`src/rtl/id_stage_fwd_if.sv`:
```
// ID-stage bus bundle: IF/ID inputs, EX/MEM and MEM/WB forwarding inputs,
// hazard/branch outputs and the ID/EX latch outputs.
interface id_stage_fwd_if #(
    parameter int unsigned XLEN  = 32,
    parameter int unsigned NREGS = 32
);
    localparam int unsigned RW = $clog2(NREGS);

    logic            if_valid;
    logic [31:0]     if_insn;
    logic [XLEN-1:0] if_pc;
    logic            ex_ready;
    logic            exmem_wr_en;
    logic            exmem_is_load;
    logic [RW-1:0]   exmem_rd;
    logic [XLEN-1:0] exmem_value;
    logic            memwb_wr_en;
    logic [RW-1:0]   memwb_rd;
    logic [XLEN-1:0] memwb_value;

    logic            id_stall;
    logic            branch_taken;
    logic [XLEN-1:0] branch_target;
    logic            idex_valid;
    logic [31:0]     idex_ir;
    logic [XLEN-1:0] idex_pc;
    logic [XLEN-1:0] idex_a;
    logic [XLEN-1:0] idex_b;
    logic [XLEN-1:0] idex_imm;

    // Pipeline / environment side
    modport master (
        output if_valid, if_insn, if_pc, ex_ready,
        output exmem_wr_en, exmem_is_load, exmem_rd, exmem_value,
        output memwb_wr_en, memwb_rd, memwb_value,
        input  id_stall, branch_taken, branch_target,
        input  idex_valid, idex_ir, idex_pc, idex_a, idex_b, idex_imm
    );

    // ID stage side
    modport slave (
        input  if_valid, if_insn, if_pc, ex_ready,
        input  exmem_wr_en, exmem_is_load, exmem_rd, exmem_value,
        input  memwb_wr_en, memwb_rd, memwb_value,
        output id_stall, branch_taken, branch_target,
        output idex_valid, idex_ir, idex_pc, idex_a, idex_b, idex_imm
    );
endinterface

```
`src/rtl/id_stage_fwd.sv`:
```
// MIPS ID stage: register file, EX/MEM + MEM/WB forwarding, load-use and
// branch hazard detection, BEQ/BNE resolution in ID, and the ID/EX latch.
module id_stage_fwd #(
    parameter int unsigned XLEN     = 32,
    parameter int unsigned NREGS    = 32,
    parameter logic [31:0] NOP_INSN = 32'h0000_0020,
    parameter logic [5:0]  OP_BEQ   = 6'h04,
    parameter logic [5:0]  OP_BNE   = 6'h05,
    parameter logic [5:0]  OP_LW    = 6'h23,
    parameter logic [5:0]  OP_SW    = 6'h2B,
    parameter logic [5:0]  OP_ADDI  = 6'h08
) (
    input logic           clk,
    input logic           rst_n,
    id_stage_fwd_if.slave bus
);
    localparam int unsigned RW = $clog2(NREGS);

    logic [XLEN-1:0] rf_q [NREGS];

    logic            idex_valid_q;
    logic [31:0]     idex_ir_q;
    logic [XLEN-1:0] idex_pc_q, idex_a_q, idex_b_q, idex_imm_q;

    logic [5:0]      id_op;
    logic [RW-1:0]   id_rs, id_rt;
    logic            rt_used, is_branch;
    logic [RW-1:0]   ex_rt, ex_dest;
    logic            load_use, br_hz, hz;
    logic [XLEN-1:0] opnd_a, opnd_b, imm_sext;

    // Destination register of an instruction; 0 means "writes nothing".
    function automatic logic [RW-1:0] wr_dest(input logic [31:0] insn);
        logic [RW-1:0] dest;
        dest = '0;
        if (insn[31:26] == 6'h00) begin
            dest = insn[11 +: RW];
        end else if (insn[31:26] == OP_LW || insn[31:26] == OP_ADDI) begin
            dest = insn[16 +: RW];
        end
        return dest;
    endfunction

    // Decode and hazard detection
    always_comb begin
        id_op     = bus.if_insn[31:26];
        id_rs     = bus.if_insn[21 +: RW];
        id_rt     = bus.if_insn[16 +: RW];
        rt_used   = (id_op == 6'h00) || (id_op == OP_BEQ) || (id_op == OP_BNE) ||
                    (id_op == OP_SW);
        is_branch = (id_op == OP_BEQ) || (id_op == OP_BNE);
        ex_rt     = idex_ir_q[16 +: RW];
        ex_dest   = wr_dest(idex_ir_q);
        load_use  = idex_valid_q && (idex_ir_q[31:26] == OP_LW) && (ex_rt != '0) &&
                    ((ex_rt == id_rs) || (rt_used && ex_rt == id_rt));
        // Branches compare in ID, so any producer still in EX, or a load in MEM, must drain.
        br_hz     = is_branch &&
                    ((idex_valid_q && ex_dest != '0 &&
                      (ex_dest == id_rs || ex_dest == id_rt)) ||
                     (bus.exmem_wr_en && bus.exmem_is_load && bus.exmem_rd != '0 &&
                      (bus.exmem_rd == id_rs || bus.exmem_rd == id_rt)));
        hz        = bus.if_valid && (load_use || br_hz);
    end

    // Operand select: r0, then EX/MEM (non-load), then MEM/WB write-through, then regfile
    always_comb begin
        if (id_rs == '0) begin
            opnd_a = '0;
        end else if (bus.exmem_wr_en && bus.exmem_rd == id_rs && !bus.exmem_is_load) begin
            opnd_a = bus.exmem_value;
        end else if (bus.memwb_wr_en && bus.memwb_rd == id_rs) begin
            opnd_a = bus.memwb_value;
        end else begin
            opnd_a = rf_q[id_rs];
        end

        if (id_rt == '0) begin
            opnd_b = '0;
        end else if (bus.exmem_wr_en && bus.exmem_rd == id_rt && !bus.exmem_is_load) begin
            opnd_b = bus.exmem_value;
        end else if (bus.memwb_wr_en && bus.memwb_rd == id_rt) begin
            opnd_b = bus.memwb_value;
        end else begin
            opnd_b = rf_q[id_rt];
        end

        imm_sext = {{(XLEN-16){bus.if_insn[15]}}, bus.if_insn[15:0]};
    end

    // Stall, branch resolution and target; outputs held low during reset
    always_comb begin
        bus.id_stall      = rst_n & (hz | ~bus.ex_ready);
        bus.branch_taken  = rst_n & bus.if_valid & ~(hz | ~bus.ex_ready) &
                            (((id_op == OP_BEQ) & (opnd_a == opnd_b)) |
                             ((id_op == OP_BNE) & (opnd_a != opnd_b)));
        bus.branch_target = bus.if_pc + XLEN'(4) + (imm_sext << 2);
    end

    // Register file; r0 is never written
    always_ff @(posedge clk or negedge rst_n) begin
        if (!rst_n) begin
            for (int i = 0; i < int'(NREGS); i++) begin
                rf_q[i] <= '0;
            end
        end else if (bus.memwb_wr_en && bus.memwb_rd != '0) begin
            rf_q[bus.memwb_rd] <= bus.memwb_value;
        end
    end

    // ID/EX latch: hold on !ex_ready, bubble on hazard or empty IF/ID, else issue
    always_ff @(posedge clk or negedge rst_n) begin
        if (!rst_n) begin
            idex_valid_q <= 1'b0;
            idex_ir_q    <= NOP_INSN;
            idex_pc_q    <= '0;
            idex_a_q     <= '0;
            idex_b_q     <= '0;
            idex_imm_q   <= '0;
        end else if (!bus.ex_ready) begin
            idex_valid_q <= idex_valid_q;
        end else if (hz || !bus.if_valid) begin
            idex_valid_q <= 1'b0;
            idex_ir_q    <= NOP_INSN;
            idex_pc_q    <= '0;
            idex_a_q     <= '0;
            idex_b_q     <= '0;
            idex_imm_q   <= '0;
        end else begin
            idex_valid_q <= 1'b1;
            idex_ir_q    <= bus.if_insn;
            idex_pc_q    <= bus.if_pc;
            idex_a_q     <= opnd_a;
            idex_b_q     <= opnd_b;
            idex_imm_q   <= imm_sext;
        end
    end

    // ID/EX outputs
    always_comb begin
        bus.idex_valid = idex_valid_q;
        bus.idex_ir    = idex_ir_q;
        bus.idex_pc    = idex_pc_q;
        bus.idex_a     = idex_a_q;
        bus.idex_b     = idex_b_q;
        bus.idex_imm   = idex_imm_q;
    end
endmodule

```
`src/flat_wrapper.sv`:
```
// flat-port wrapper written by rule: the top's interface ports become plain ports
module id_stage_fwd_flat 
#(
    parameter int unsigned XLEN     = 32,
    parameter int unsigned NREGS    = 32,
    parameter logic [31:0] NOP_INSN = 32'h0000_0020,
    parameter logic [5:0]  OP_BEQ   = 6'h04,
    parameter logic [5:0]  OP_BNE   = 6'h05,
    parameter logic [5:0]  OP_LW    = 6'h23,
    parameter logic [5:0]  OP_SW    = 6'h2B,
    parameter logic [5:0]  OP_ADDI  = 6'h08
)
  (clk, rst_n, bus_if_valid, bus_if_insn, bus_if_pc, bus_ex_ready, bus_exmem_wr_en, bus_exmem_is_load, bus_exmem_rd, bus_exmem_value, bus_memwb_wr_en, bus_memwb_rd, bus_memwb_value, bus_id_stall, bus_branch_taken, bus_branch_target, bus_idex_valid, bus_idex_ir, bus_idex_pc, bus_idex_a, bus_idex_b, bus_idex_imm);
  id_stage_fwd_if #(.XLEN(XLEN), .NREGS(NREGS)) bus_i ();
  input logic clk;
  input logic rst_n;
  input wire logic [$bits(bus_i.if_valid)-1:0] bus_if_valid;
  input wire logic [$bits(bus_i.if_insn)-1:0] bus_if_insn;
  input wire logic [$bits(bus_i.if_pc)-1:0] bus_if_pc;
  input wire logic [$bits(bus_i.ex_ready)-1:0] bus_ex_ready;
  input wire logic [$bits(bus_i.exmem_wr_en)-1:0] bus_exmem_wr_en;
  input wire logic [$bits(bus_i.exmem_is_load)-1:0] bus_exmem_is_load;
  input wire logic [$bits(bus_i.exmem_rd)-1:0] bus_exmem_rd;
  input wire logic [$bits(bus_i.exmem_value)-1:0] bus_exmem_value;
  input wire logic [$bits(bus_i.memwb_wr_en)-1:0] bus_memwb_wr_en;
  input wire logic [$bits(bus_i.memwb_rd)-1:0] bus_memwb_rd;
  input wire logic [$bits(bus_i.memwb_value)-1:0] bus_memwb_value;
  output wire logic [$bits(bus_i.id_stall)-1:0] bus_id_stall;
  output wire logic [$bits(bus_i.branch_taken)-1:0] bus_branch_taken;
  output wire logic [$bits(bus_i.branch_target)-1:0] bus_branch_target;
  output wire logic [$bits(bus_i.idex_valid)-1:0] bus_idex_valid;
  output wire logic [$bits(bus_i.idex_ir)-1:0] bus_idex_ir;
  output wire logic [$bits(bus_i.idex_pc)-1:0] bus_idex_pc;
  output wire logic [$bits(bus_i.idex_a)-1:0] bus_idex_a;
  output wire logic [$bits(bus_i.idex_b)-1:0] bus_idex_b;
  output wire logic [$bits(bus_i.idex_imm)-1:0] bus_idex_imm;
  assign bus_i.if_valid = bus_if_valid;
  assign bus_i.if_insn = bus_if_insn;
  assign bus_i.if_pc = bus_if_pc;
  assign bus_i.ex_ready = bus_ex_ready;
  assign bus_i.exmem_wr_en = bus_exmem_wr_en;
  assign bus_i.exmem_is_load = bus_exmem_is_load;
  assign bus_i.exmem_rd = bus_exmem_rd;
  assign bus_i.exmem_value = bus_exmem_value;
  assign bus_i.memwb_wr_en = bus_memwb_wr_en;
  assign bus_i.memwb_rd = bus_memwb_rd;
  assign bus_i.memwb_value = bus_memwb_value;
  assign bus_id_stall = bus_i.id_stall;
  assign bus_branch_taken = bus_i.branch_taken;
  assign bus_branch_target = bus_i.branch_target;
  assign bus_idex_valid = bus_i.idex_valid;
  assign bus_idex_ir = bus_i.idex_ir;
  assign bus_idex_pc = bus_i.idex_pc;
  assign bus_idex_a = bus_i.idex_a;
  assign bus_idex_b = bus_i.idex_b;
  assign bus_idex_imm = bus_i.idex_imm;
  id_stage_fwd #(.XLEN(XLEN), .NREGS(NREGS), .NOP_INSN(NOP_INSN), .OP_BEQ(OP_BEQ), .OP_BNE(OP_BNE), .OP_LW(OP_LW), .OP_SW(OP_SW), .OP_ADDI(OP_ADDI)) u_core (.clk(clk), .rst_n(rst_n), .bus(bus_i));
endmodule
```
`config.mk`:
```
export PLATFORM = sky130hd
export DESIGN_NAME = id_stage_fwd_flat
export DESIGN_NICKNAME = d
export VERILOG_FILES = /design/src/rtl/id_stage_fwd_if.sv /design/src/rtl/id_stage_fwd.sv /design/src/flat_wrapper.sv
export SDC_FILE = /design/constraint.sdc
export NUM_CORES = 2
export LEC_CHECK = 0
export ABC_AREA = 1
export CAP_MARGIN = 20
export CELL_PAD_IN_SITES_DETAIL_PLACEMENT = 1
export CELL_PAD_IN_SITES_GLOBAL_PLACEMENT = 1
export CORE_ASPECT_RATIO = 1.2
export CORE_MARGIN = 2
export CORE_UTILIZATION = 35
export CTS_CLUSTER_SIZE = 25
export DETAILED_ROUTE_END_ITERATION = 10
export MAX_ROUTING_LAYER = met4
export PLACE_DENSITY_LB_ADDON = 0.05
export SLEW_MARGIN = 20
export SYNTH_ARGS = -nofsm -noshare
export SYNTH_HDL_FRONTEND = slang
export SYNTH_SLANG_ARGS = --single-unit
```
`constraint.sdc`:
```
create_clock -name clk -period 12.07 [get_ports clk]
set_clock_uncertainty 0.1 [all_clocks]
set_input_delay 2.414 -clock clk [delete_from_list [all_inputs] [get_ports clk]]
set_output_delay 2.414 -clock clk [all_outputs]
set_load 0.03 [all_outputs]
```
==> impl_metrics.toml <==
[run_status]
status = "finished, final reports clean"

[clock_tree]
cts_root_buf = "clkbuf_16"
path_clk_slew_ns = 0.06
cts_setup_buffers = 0
cts-buffers-inserted = 144
clock_latency_ns = 0.82
cts_sinks = 1154
cts_tree = "done"
cts_resized = 0
clock_path_buffers = 3
cts_max_level = 4
ctsHoldBuffers = 0

[cells_and_area]
mostFrequentLayoutCell = "nand2_1"
drive_gt1_share_pct = 4.90
fillers = 23900
register_area_mm2 = 0.0289
multi_input_area_mm2 = 0.0318
final_util_pct = 40.1
final_cell_mix = "nand2_1 (3,039), o21ai_0 (1,188), dfrtp_1 (1,153)"
syn_to_final_growth_pct = 14.1
fin_nets = 9746

[routing]
first_iter_violations = 6152
drc = 0
wl_um = 347000
via_per_inst = 5.69
ant_nets = 0
vias = 69200
drt_pass1_iterations = 6
detail_route.wl_per_cell_um = 28.5

[placed_design]
place_congestion = 0.920
dp_hpwl_um = 211000
port-buffer-count = 339
place_ws_ns = 1.96

[global_routing]
antenna_found_initial = 25
grt_pass1_wl_um = 503000
grt-ovfl-total = 0
grt_pass1_vias = 69600
grt_max_degree = 197
grt_usage_pct = 36.0

[synthesis]
ys_types = 44
syn_area_per_cell_um2 = 6.94
yosysWarnings = 0
synth_edf_count = 0
synth_flop_cell = "dfrtp_1"
async_reset_ff_share_pct = 100
synth-seq-area-share_pct = 42.8
netlist_area_mm2 = 0.0674
synth-seq-cells = 1154
synthCells = 9715
syn_nets = 9918

[timing]
drv_slew = 0
setup_tns_ns = 0
period_share_pct = 84.0
finalSetupViolations = 0
relSlewSlack_pct = 17.3
fin_crit_ns = 10.14
setup_ws_ns = 1.93
fin_hold_ws_ns = 0.275
fmax_ghz = 0.0987
rsz0062_at_grt = "false"
worstMarginPinSlew_ns = 1.24
hold_viol = 0

[critical_path]
criticalPathCategory = "input port to output pin"
slowest_stage = "clkdlybuf4s50_1"
cp-start-kind = "input port"
arrival_ns = 7.62
crit_top_cell = "nor2_1"
crit_path_max_incr_delay_ns = 0.69
path_cells = "buf_8 > inv_8 > o22ai_1 > nor2_1 > nand3_4 > buf_4 > buf_4 > nor2_1 > nor2_1 > a21oi_1 > nor2_1 > nor2_1 > nand2_1 > nor2_1 > nand2_1 > nor2_2 > nand3_1 > nand2_1 > inv_1 > nor2_2 > clkdlybuf4s50_1"
end_kind = "output pin"
worstPathRequired_ns = 9.56
critical_path.max_fanout = 86

[pwr]
power_uw = 12600
peakVddDrop_mv = 0.159
p_leak_uw = 0.0355
power_density_mw_per_mm2 = 164

[floorplan]
core_area_mm2 = 0.192
die_x_um = 405
dieHeight_um = 485
die-area_mm2 = 0.196
initial_core_util_pct = 35.2
io_pins = 340
num_rows = 176

[min_path]
hold_path_class = "flop to flop"

[flow_run]
maxCapViolCount = 0
power by group:
| group | internal, uW | switching, uW |
|---|---|---|
| Combinational | 970 | 2000 |
| Clock | 2700 | 1870 |
| Sequential | 4610 | 471 |
| Total | 8280 | 4340 |
state kept, by name (all words and copies together) (netlist names):
register / flops
u_core.bus.idex_b: 32
u_core.bus.idex_a: 32
u_core.bus.idex_imm: 16
u_core.bus.idex_ir: 17
u_core.rf_q: 1024
u_core.bus.idex_valid: 1
u_core.bus.idex_pc: 32
path summary, 6_finish.rpt:
kind / from / end / slack, ns / cells after the start
worst max-delay path: bus_if_insn[16] / bus_branch_taken / 1.93 / 21
min in group asynchronous: rst_n / u_core.rf_q[682]$_DFFE_PN0P_ / 1.44 / 1
worst min register to register: u_core.rf_q[1022]$_DFFE_PN0P_ / u_core.rf_q[1022]$_DFFE_PN0P_ / 0.27 / 0
max in group asynchronous: rst_n / u_core.rf_q[763]$_DFFE_PN0P_ / 6.98 / 5
worst min-delay path: u_core.rf_q[1022]$_DFFE_PN0P_ / u_core.rf_q[1022]$_DFFE_PN0P_ / 0.27 / 0
worst max register to register: u_core.bus.idex_ir[30]$_DFFE_PN0P_ / u_core.bus.idex_a[10]$_DFFE_PN0P_ / 7.22 / 17
worst max-delay path: cells and delay by family:
family	cells	cell delay, ns
AO/OA/AOI/OAI	2	0.39
buffers and inverters	6	2.38
AND/OR/NAND/NOR	13	2.34
cell usage after synthesis, types with 8 or more instances:
master | number | area (um^2)
a21oi_1 | 428 | 2140
buf_1 | 36 | 135
buf_2 | 293 | 1470
buf_4 | 63 | 473
buf_6 | 12 | 135
clkbuf_1 | 419 | 1570
dfrtp_1 | 1153 | 28900
ha_1 | 57 | 713
inv_1 | 862 | 3240
inv_2 | 10 | 37.5
nand2_1 | 3051 | 11500
nand3_1 | 1100 | 5510
nand4_1 | 10 | 62.6
nor2_1 | 502 | 1880
nor2_2 | 8 | 50.1
nor3_1 | 13 | 65.1
o211ai_1 | 289 | 2170
o21ai_0 | 1188 | 5950
o21ai_1 | 45 | 225
o22ai_1 | 93 | 582
xnor2_1 | 18 | 158
xor2_1 | 24 | 210
layer usage:
layer | vias up | global-route usage, % | routed length (um)
li1 | 31100 | - | -
met1 | 35000 | 44.6 | 142000
met2 | 2386 | 56.3 | 160000
met3 | 723 | 4.41 | 20300
met4 | 0 | 21.2 | 24500
met5 | - | - | 0
cells by family (layout without fill, tap and decap cells):
kind of cell             Yosys count  count (layout)  synth area share, %
AO/OA/AOI/OAI                   2058            2058                 16.6
XOR/XNOR                          42              42                0.546
adder cells (fa/ha/maj)           58              58                 1.09
buffers and inverters           1698            1639                 10.5
flip-flops                      1154            1154                 42.8
other                              0              12                    0
AND/OR/NAND/NOR                 4705            4705                 28.5
cell type report:
cell class / count / share of cell area (%)
Inverter: 873 / 4.31
Antenna cell: 12 / 0.0390
Clock buffer: 231 / 5.97
Multi-Input combinational cell: 6863 / 41.3
Clock inverter: 28 / 0.369
Tap cell: 2492 / 4.05
Sequential cell: 1154 / 37.5
Timing Repair Buffer: 507 / 6.41
stage by stage:
step | instance area [um^2] | cells
detailed placement | 72000 | 11900
CTS | 76800 | 12100
global route | 76900 | 12200
finish | 76900 | 12200
floorplan | 67400 | 9715
global placement | 72000 | 11900
Note: power is estimated with default switching activity, not from simulation.
